### src/rtl/keypad_scanner_if.sv
// Key event handshake between the keypad scanner (master) and its consumer (slave).
// The master presents the head-of-queue key code with key_valid; the slave
// pops it by holding key_ready high in the same cycle.
interface keypad_scanner_if #(
  parameter int KW = 4
) ();

  logic [KW-1:0] key_code;
  logic          key_valid;
  logic          key_ready;

  modport master (
    output key_code,
    output key_valid,
    input  key_ready
  );

  modport slave (
    input  key_code,
    input  key_valid,
    output key_ready
  );

endinterface

### src/rtl/keypad_scanner.sv
// Matrix keypad scanner: strobes active-low columns, samples active-low rows
// through a two-flop synchroniser, debounces press and release, and queues one
// key code per physical press into a small first-word-fall-through FIFO.
//
// state         | meaning
// --------------+-----------------------------------------------------------
// ST_IDLE       | all columns strobed, waiting for any row to go low
// ST_SCAN       | one column strobed at a time, settle then sample rows
// ST_DEBOUNCE   | candidate key found, row must stay low for the window
// ST_PRESSED    | key confirmed and queued, waiting for all rows high
// ST_RELEASE_DB | rows high, must stay high for the window before idling
module keypad_scanner #(
  parameter  int ROWS            = 4,
  parameter  int COLS            = 4,
  parameter  int DEBOUNCE_CYCLES = 2_000_000,
  parameter  int SETTLE_CYCLES   = 4,
  parameter  int FIFO_DEPTH      = 4,
  localparam int KW              = $clog2(ROWS * COLS)
) (
  input  logic            clk,
  input  logic            rst,
  input  logic [ROWS-1:0] row_in,
  output logic [COLS-1:0] col_out,
  keypad_scanner_if.master evt,
  output logic            key_held,
  output logic [KW-1:0]   held_code,
  output logic            overflow,
  input  logic            overflow_clr
);

  localparam int RW = $clog2(ROWS);
  localparam int CW = $clog2(COLS);
  localparam int DW = $clog2(DEBOUNCE_CYCLES + 1);
  localparam int SW = $clog2(SETTLE_CYCLES + 1);
  localparam int AW = $clog2(FIFO_DEPTH);

  localparam logic [DW-1:0] DB_TC    = DW'(DEBOUNCE_CYCLES);
  localparam logic [SW-1:0] SET_TC   = SW'(SETTLE_CYCLES);
  localparam logic [CW-1:0] COL_LAST = CW'(COLS - 1);
  localparam logic [AW:0]   DEPTH_C  = (AW + 1)'(FIFO_DEPTH);

  localparam logic [2:0] ST_IDLE       = 3'd0;
  localparam logic [2:0] ST_SCAN       = 3'd1;
  localparam logic [2:0] ST_DEBOUNCE   = 3'd2;
  localparam logic [2:0] ST_PRESSED    = 3'd3;
  localparam logic [2:0] ST_RELEASE_DB = 3'd4;

  logic [ROWS-1:0] rs_meta;
  logic [ROWS-1:0] rs;
  logic            rs_all_ones;
  logic [RW-1:0]   low_row;

  logic [2:0]      state;
  logic [2:0]      state_nxt;
  logic [CW-1:0]   col_q;
  logic [CW-1:0]   col_nxt;
  logic [RW-1:0]   row_q;
  logic [RW-1:0]   row_nxt;
  logic [SW-1:0]   set_cnt;
  logic [SW-1:0]   set_nxt;
  logic [DW-1:0]   db_cnt;
  logic [DW-1:0]   db_nxt;
  logic [DW-1:0]   db_inc;
  logic            push;
  logic [KW-1:0]   cur_code;

  logic [KW-1:0]   mem [FIFO_DEPTH];
  logic [AW-1:0]   wr_ptr;
  logic [AW-1:0]   rd_ptr;
  logic [AW:0]     count;
  logic            full;
  logic            fifo_valid;
  logic            pop;
  logic            do_push;
  logic            drop;

  // Two-flop synchroniser for the asynchronous row returns; idles high (no key).
  always_ff @(posedge clk) begin
    if (rst) begin
      rs_meta <= '1;
      rs      <= '1;
    end else begin
      rs_meta <= row_in;
      rs      <= rs_meta;
    end
  end

  assign rs_all_ones = &rs;
  assign db_inc      = db_cnt + 1'b1;
  assign cur_code    = KW'(row_q) * KW'(COLS) + KW'(col_q);

  // Priority pick of the lowest-index row currently pulled low.
  always_comb begin
    low_row = '0;
    for (int i = ROWS - 1; i >= 0; i--) begin
      if (!rs[i]) begin
        low_row = RW'(i);
      end
    end
  end

  // Next-state, column/row selection and counter updates for the scan FSM.
  always_comb begin
    state_nxt = state;
    col_nxt   = col_q;
    row_nxt   = row_q;
    set_nxt   = set_cnt;
    db_nxt    = db_cnt;
    push      = 1'b0;
    case (state)
      ST_IDLE: begin
        if (!rs_all_ones) begin
          state_nxt = ST_SCAN;
          col_nxt   = '0;
          set_nxt   = '0;
        end
      end
      ST_SCAN: begin
        if (set_cnt != SET_TC) begin
          set_nxt = set_cnt + 1'b1;
        end else if (!rs_all_ones) begin
          state_nxt = ST_DEBOUNCE;
          row_nxt   = low_row;
          db_nxt    = '0;
        end else if (col_q == COL_LAST) begin
          state_nxt = ST_IDLE;
        end else begin
          col_nxt = col_q + 1'b1;
          set_nxt = '0;
        end
      end
      ST_DEBOUNCE: begin
        if (!rs[row_q]) begin
          db_nxt = db_inc;
          if (db_inc == DB_TC) begin
            state_nxt = ST_PRESSED;
            push      = 1'b1;
          end
        end else begin
          // Row bounced back before the window elapsed: treat as noise.
          state_nxt = ST_IDLE;
          db_nxt    = '0;
        end
      end
      ST_PRESSED: begin
        if (rs_all_ones) begin
          state_nxt = ST_RELEASE_DB;
          db_nxt    = '0;
        end
      end
      ST_RELEASE_DB: begin
        if (rs_all_ones) begin
          db_nxt = db_inc;
          if (db_inc == DB_TC) begin
            state_nxt = ST_IDLE;
          end
        end else begin
          // Release bounce: key is still held, no new event.
          state_nxt = ST_PRESSED;
        end
      end
      default: begin
        state_nxt = ST_IDLE;
        col_nxt   = '0;
        row_nxt   = '0;
        set_nxt   = '0;
        db_nxt    = '0;
      end
    endcase
  end

  // FSM registers plus registered column strobes and held-key status so the
  // keypad pins never see decode glitches.
  always_ff @(posedge clk) begin
    if (rst) begin
      state     <= ST_IDLE;
      col_q     <= '0;
      row_q     <= '0;
      set_cnt   <= '0;
      db_cnt    <= '0;
      col_out   <= '0;
      key_held  <= 1'b0;
      held_code <= '0;
    end else begin
      state    <= state_nxt;
      col_q    <= col_nxt;
      row_q    <= row_nxt;
      set_cnt  <= set_nxt;
      db_cnt   <= db_nxt;
      col_out  <= (state_nxt == ST_IDLE) ? '0 : ~(COLS'(1) << col_nxt);
      key_held <= (state_nxt == ST_PRESSED) || (state_nxt == ST_RELEASE_DB);
      if (push) begin
        held_code <= cur_code;
      end
    end
  end

  assign full       = (count == DEPTH_C);
  assign fifo_valid = (count != '0);
  assign pop        = fifo_valid & evt.key_ready;
  // A pop in the same cycle frees the slot, so a push into a full FIFO still lands.
  assign do_push    = push & (~full | pop);
  assign drop       = push & full & ~pop;

  assign evt.key_valid = fifo_valid;
  assign evt.key_code  = fifo_valid ? mem[rd_ptr] : '0;

  // Event FIFO storage and pointers; depth is a power of two so pointers wrap.
  always_ff @(posedge clk) begin
    if (rst) begin
      wr_ptr <= '0;
      rd_ptr <= '0;
      count  <= '0;
      for (int i = 0; i < FIFO_DEPTH; i++) begin
        mem[i] <= '0;
      end
    end else begin
      if (do_push) begin
        mem[wr_ptr] <= cur_code;
        wr_ptr      <= wr_ptr + 1'b1;
      end
      if (pop) begin
        rd_ptr <= rd_ptr + 1'b1;
      end
      case ({do_push, pop})
        2'b10:   count <= count + 1'b1;
        2'b01:   count <= count - 1'b1;
        default: count <= count;
      endcase
    end
  end

  // Sticky overflow flag; a drop in the same cycle as a clear keeps it set.
  always_ff @(posedge clk) begin
    if (rst) begin
      overflow <= 1'b0;
    end else if (drop) begin
      overflow <= 1'b1;
    end else if (overflow_clr) begin
      overflow <= 1'b0;
    end
  end

endmodule

### src/flat_wrapper.sv
// flat-port wrapper written by rule: the top's interface ports become plain ports
module keypad_scanner_flat 
#(
  parameter  int ROWS            = 4,
  parameter  int COLS            = 4,
  parameter  int DEBOUNCE_CYCLES = 2_000_000,
  parameter  int SETTLE_CYCLES   = 4,
  parameter  int FIFO_DEPTH      = 4,
  localparam int KW              = $clog2(ROWS * COLS)
)
  (clk, rst, row_in, col_out, key_held, held_code, overflow, overflow_clr, evt_key_code, evt_key_valid, evt_key_ready);
  keypad_scanner_if #(.KW((4))) evt_i ();
  input  logic clk;
  input  logic rst;
  input  logic [ROWS-1:0] row_in;
  output logic [COLS-1:0] col_out;
  output logic key_held;
  output logic [KW-1:0] held_code;
  output logic overflow;
  input  logic overflow_clr;
  output wire logic [$bits(evt_i.key_code)-1:0] evt_key_code;
  output wire logic [$bits(evt_i.key_valid)-1:0] evt_key_valid;
  input wire logic [$bits(evt_i.key_ready)-1:0] evt_key_ready;
  assign evt_key_code = evt_i.key_code;
  assign evt_key_valid = evt_i.key_valid;
  assign evt_i.key_ready = evt_key_ready;
  keypad_scanner #(.ROWS(ROWS), .COLS(COLS), .DEBOUNCE_CYCLES(DEBOUNCE_CYCLES), .SETTLE_CYCLES(SETTLE_CYCLES), .FIFO_DEPTH(FIFO_DEPTH)) u_core (.clk(clk), .rst(rst), .row_in(row_in), .col_out(col_out), .evt(evt_i), .key_held(key_held), .held_code(held_code), .overflow(overflow), .overflow_clr(overflow_clr));
endmodule
### config.mk
export PLATFORM = sky130hd
export DESIGN_NAME = keypad_scanner_flat
export DESIGN_NICKNAME = d
export VERILOG_FILES = /design/src/rtl/keypad_scanner_if.sv /design/src/rtl/keypad_scanner.sv /design/src/flat_wrapper.sv
export SDC_FILE = /design/constraint.sdc
export NUM_CORES = 1
export LEC_CHECK = 0
export CORE_MARGIN = 2
export CORE_UTILIZATION = 49
export CTS_CLUSTER_SIZE = 14
export DETAILED_ROUTE_END_ITERATION = 10
export GPL_ROUTABILITY_DRIVEN = 0
export GPL_TIMING_DRIVEN = 0
export PLACE_DENSITY = 0.74
export SYNTH_ARGS = -nofsm -noshare
export SYNTH_HDL_FRONTEND = slang
export SYNTH_SLANG_ARGS = --single-unit
### constraint.sdc
create_clock -name clk -period 4.8 [get_ports clk]
set_input_delay 1.44 -clock clk [delete_from_list [all_inputs] [get_ports clk]]
set_output_delay 1.44 -clock clk [all_outputs]
set_load 0.03 [all_outputs]
**Yosys cells after proc, flatten, opt, wreduce, memory -nomap -nowiden**

Memories as Yosys holds them, arrays and structs flattened. A register that Yosys moved wholly into a read port is not among the register bits.
Index checks and enable logic that the tools add are counted.
Widths: inputs -> output; s select.

- Register bits: 56
- Bits in latches: 0
- RAM bits: 16
- ROM bits: 0
- Input bits: 8
- Memories: 1

Memories:

| name | depth | bits a word | read ports | clocked after Yosys merged registers in | write ports | RTL line | source |
|---|---|---|---|---|---|---|---|
| u_core.mem | 4 | 4 | 1 | 1 | 4 | keypad_scanner.sv:67 | `logic [KW-1:0] mem [FIFO_DEPTH];` |

- Add/subtract/negate cells: 8
- $mul: 0
- Div/mod/pow operators: 0
- Magnitude comparators: 1
- Eq/ne operators: 19
- Shifts and indexed selects: 1
- Multiplexer cells: 52
- Bitwise operators: 11
- Reductions and logical operators: 14

Operators with widths:

| operator | number |
|---|---|
| $mux 21 | 5 |
| $pmux 21 s5 | 1 |
| $mux 3 | 13 |
| $mux 2 | 13 |
| $add 21x1->21 const B | 1 |
| $eq 21x21->1 const B | 1 |
| $pmux 3 s5 | 1 |
| $mux 1 | 12 |
| $eq 3x2->1 const B | 3 |
| $eq 3x3->1 const B | 3 |
| $pmux 3 s3 | 1 |
| $mux 4 | 2 |
| $reduce_and 4->1 | 2 |
| $reduce_or 4->1 | 2 |
| $add 2x1->2 const B | 3 |
| $add 3x1->3 const B | 2 |
| $logic_not 3->1 | 2 |
| $ne 2x2->1 const B | 3 |
| $pmux 2 s3 | 1 |
| $pmux 3 s2 | 1 |
| $not 1->1 | 5 |
| $reduce_and 5->1 | 1 |
| $add 4x2->4 | 1 |
| $and 1x1->1 | 4 |
| 20 further kinds | 23 |

**Depth between registers and ports, before layout**

- Word-level depth: 11
- Mapped depth: 14
- Mapped depth without buffers: 12

**Worst setup path before layout**

OpenSTA, ideal clock, no wires.

- Path kind: input -> register
- Start: input evt_key_ready
- End: register u_core.count[2]
- Setup time: 0.070 ns
- Data arrival time: 3.660 ns
- Setup slack: 1.070 ns
- Stages on the path: 9
- Buffers on the path: 1
- Cell sequence: or4b_2 -> nand4_1 -> buf_6 -> ha_1 -> inv_1 -> fa_1 -> xor2_1 -> or3_1 -> a21oi_1

- Word-level cells in the longest chain between the ends: 5
- Elaborated cells on any way between the ends: 7
- Those cells by class: eq/ne: 2; mux: 1; bitwise: 3; reduce/logical: 1

RTL lines:

| item | RTL line | source |
|---|---|---|
| from (decl) | flat_wrapper.sv:23 | `input wire logic [$bits(evt_i.key_ready)-1:0] evt_key_ready;` |
| $and 1x1->1 (*) | keypad_scanner.sv:200 | `assign pop = fifo_valid & evt.key_ready;` |
| $or 1x1->1 | keypad_scanner.sv:202 | `assign do_push = push & (~full \| pop);` |
| $and 1x1->1 | keypad_scanner.sv:202 |  |
| $eq 2x1->1 or $eq 2x2->1 (tied branches) | keypad_scanner.sv:225 | `case ({do_push, pop})` |
| $pmux 3 s2 or $reduce_bool 2->1 (tied branches) | n/a |  |
| to (signal assigned) | keypad_scanner.sv:226 | `2'b10: count <= count + 1'b1;` |
| to (signal assigned) | keypad_scanner.sv:227 | `2'b01: count <= count - 1'b1;` |
| to (signal assigned) | keypad_scanner.sv:228 | `default: count <= count;` |
| to (decl) | keypad_scanner.sv:70 | `logic [AW:0] count;` |

Mark *: on every way between the ends. The rest lies on a longest branch, timed or not.
A chain may end at the register's enable or synchronous reset.

**Final worst setup path**

Same ends and word-level chain as after synthesis.

==> impl_metrics.ini <==
[clocking]
ctsHoldBuffers = 0
cts_setup_buffers = 0
clock_sinks = 74
cts_htree_levels = 3
cts-resized-gates = 0
clkTransAtPathRegs_ns = 0.08
tritoncts = built
cts_max_path_buffers = 2
cts_buffers = 9
clock_latency_ns = 0.35
cts_root_buf = clkbuf_8

[sta]
clock_skew_ns = 0.0117
slew_violations = 0
tns_ns = 0
setup_violations = 0
max_slew_margin_pct = 48.3
fmax_mhz = 246
layout_worst_path_cycle_share_pct = 84.6
worstMarginPinSlew_ns = 0.769
rsz0062_at_grt = false
finalHoldViolCount = 0
period_needed_ns = 4.06

[setup_path]
worstSetupPathType = in -> reg
cp_max_fo = 10
crit_path_top_delay_cell = or4b_2
critical_path.endpoint_type = register
critPathTopFamily = simple AND/OR/NAND/NOR gates
crit_chain = clkdlybuf4s50_1 > or4b_2 > nand4_1 > buf_6 > ha_1 > inv_1 > fa_1 > xor2_1 > or3_1 > a21oi_1
cp.required_ns = 5.07
slowest_delay_ns = 0.73
start_kind = primary input
cp.buffers_inverters = 3
cp.arrival_ns = 4.33

[place]
dpl.cell_count = 556
hpwl_um = 6800
placed_cell_area_um2 = 4370
portBuffers = 22

[logic_synthesis]
synthesis.instances = 429
synth_area_leader_cell = dfxtp_1
yosys-top-cells-count = dfxtp_1, nor2_1, a21oi_1
syn_nets = 443
ys_ff_latch = 74
synth.most_common_cell = dfxtp_1
yosys_warnings = 0
synth_edf_count = 16
synth_top_area_share_pct = 28.9
synth_top_cells_by_area = dfxtp_1, edfxtp_1, a21oi_1
ys_async_sr_fraction_pct = 0
synth_area_per_cell_um2 = 9.36
synth_cell_types = 70
synth_area_um2 = 4020
ys.flop_type = dfxtp_1
yosysSeqAreaShare_pct = 40.9

[global_route]
grt_use_total_pct = 22.1
antenna_found_initial = 0
grt_max_degree = 16
overflow = 0
grt_pass1_wl_um = 15400
grt_pass1_vias = 3139

[floorplanning]
rows = 33
start_util_pct = 49.6
die_y_um = 94.5
ios = 23
fp.coreArea_um2 = 8090
die_w_um = 94.5
fp.dieArea_um2 = 8940

[routing]
drt_iter0_markers = 210
drt_wl_total_um = 9360
post_drt_wl_per_cell_um = 16.4
drc_errors = 0
final_antenna_net_count = 0
first_pass_iters = 7
via_count = 3411
via_per_inst = 5.96

[outcome]
status = finished clean

[pwr]
p_leak_nw = 1.53
ir_worst_vdd_v = 0.000158
power_density_nw_per_um2 = 267

[cells_and_area]
layout.cells.non_filler = 572
design_area_um2 = 4550
diodes = 0
drive_gt1_share_pct = 15.2
finalNetCount = 476
areaGrowthSynthToFinish_pct = 13.3

[worst_hold_path]
hold_path_class = reg -> reg

[job]
drv_cap = 0
cells in the final DEF, fill, tap and decap left out, types with 5 or more instances in the layout:
master           netlist  routed
or2_2                 10      10
a22oi_1                6       6
and2_1                 8       8
nor4_2                 6       6
nand3_1               11      11
or3_1                  5       5
clkdlybuf4s50_1        0      22
clkbuf_8               0       9
xor2_1                 5       5
nor2b_1                6       6
nor4_1                10      10
nand3b_1               9       9
clkbuf_1              18      18
o21ai_0               22      22
dfxtp_1               58      58
nand4_1                9       9
nand2b_1               7       7
buf_2                  6       6
edfxtp_1              16      16
nor3_1                16      16
ha_1                   5       5
xnor2_1                5       5
mux4_2                 5       5
a21oi_1               35      35
nor2_1                40      40
inv_1                 14      14
nand2_1               22      22
final cells by class:
cell class / count / area (µm²)
fill: 756 / 3540
buffer: 30 / 154
sequential: 74 / 1640
timing repair buffer: 22 / 220
multi-input combinational: 311 / 2170
tap: 105 / 131
clock buffer: 9 / 124
clock inverter: 7 / 58.8
inverter: 14 / 52.6
through the flow:
stage | setup WS, ns | util, % | hold slack [ns] | power, mW
detailed placement | 0.382 | 54.0 | 0.397 | 0.779
CTS | 0.734 | 56.2 | 0.414 | 1.22
floorplan | 1.07 | - | 0.389 | 0.742
global route | 0.617 | 56.2 | 0.427 | 1.26
finish | 0.740 | 56.2 | 0.414 | 1.22
global placement | 0.451 | 54.0 | 0.392 | 0.774
state kept, by name (all words and copies together) (netlist names), named ones only:
name,count
u_core.mem,16
u_core.rs_meta,4
u_core.col_q,2
u_core.count,3
u_core.row_q,2
u_core.rd_ptr,2
u_core.state,3
u_core.held_code,4
u_core.key_held,1
u_core.col_out,4
u_core.db_cnt,21
u_core.wr_ptr,2
u_core.set_cnt,3
u_core.overflow,1
u_core.rs,4
cell families (layout without fill, tap and decap cells):
logic type	Yosys count	after routing	synth area share, %
AND/OR/NAND/NOR	187	187	28.9
multiplexers	9	9	3.93
XOR/XNOR	10	10	2.18
adder cells (fa/ha/maj)	6	6	2.06
AO/OA/AOI/OAI	99	99	16.9
buffers and inverters	44	82	5.14
flip-flops	74	74	40.9
power by group:
part | internal [mW] | switching, mW
logic | 0.0407 | 0.0674
registers | 0.649 | 0.00964
clock network | 0.195 | 0.255
total | 0.885 | 0.332
metal layers:
metal	wire length (µm)	GRT usage (%)	part of all wire, %
met1	4190	29.3	45
met2	4530	37.0	48
met3	500	4.55	5.3
met4	133	5.68	1.4
met5	0	0	0
path summary, 6_finish.rpt:
check,startpoint,end,slack (ns),cells after the start
worst min-delay path,u_core.rs_meta[0],u_core.rs[0],0.41,1
worst max-delay path,evt_key_ready,u_core.count[2],0.74,10
worst max register to register,u_core.db_cnt[0],u_core.count[2],1.13,13
worst min register to register,u_core.rs_meta[0],u_core.rs[0],0.41,1
Power figures use the tool's default switching activity.
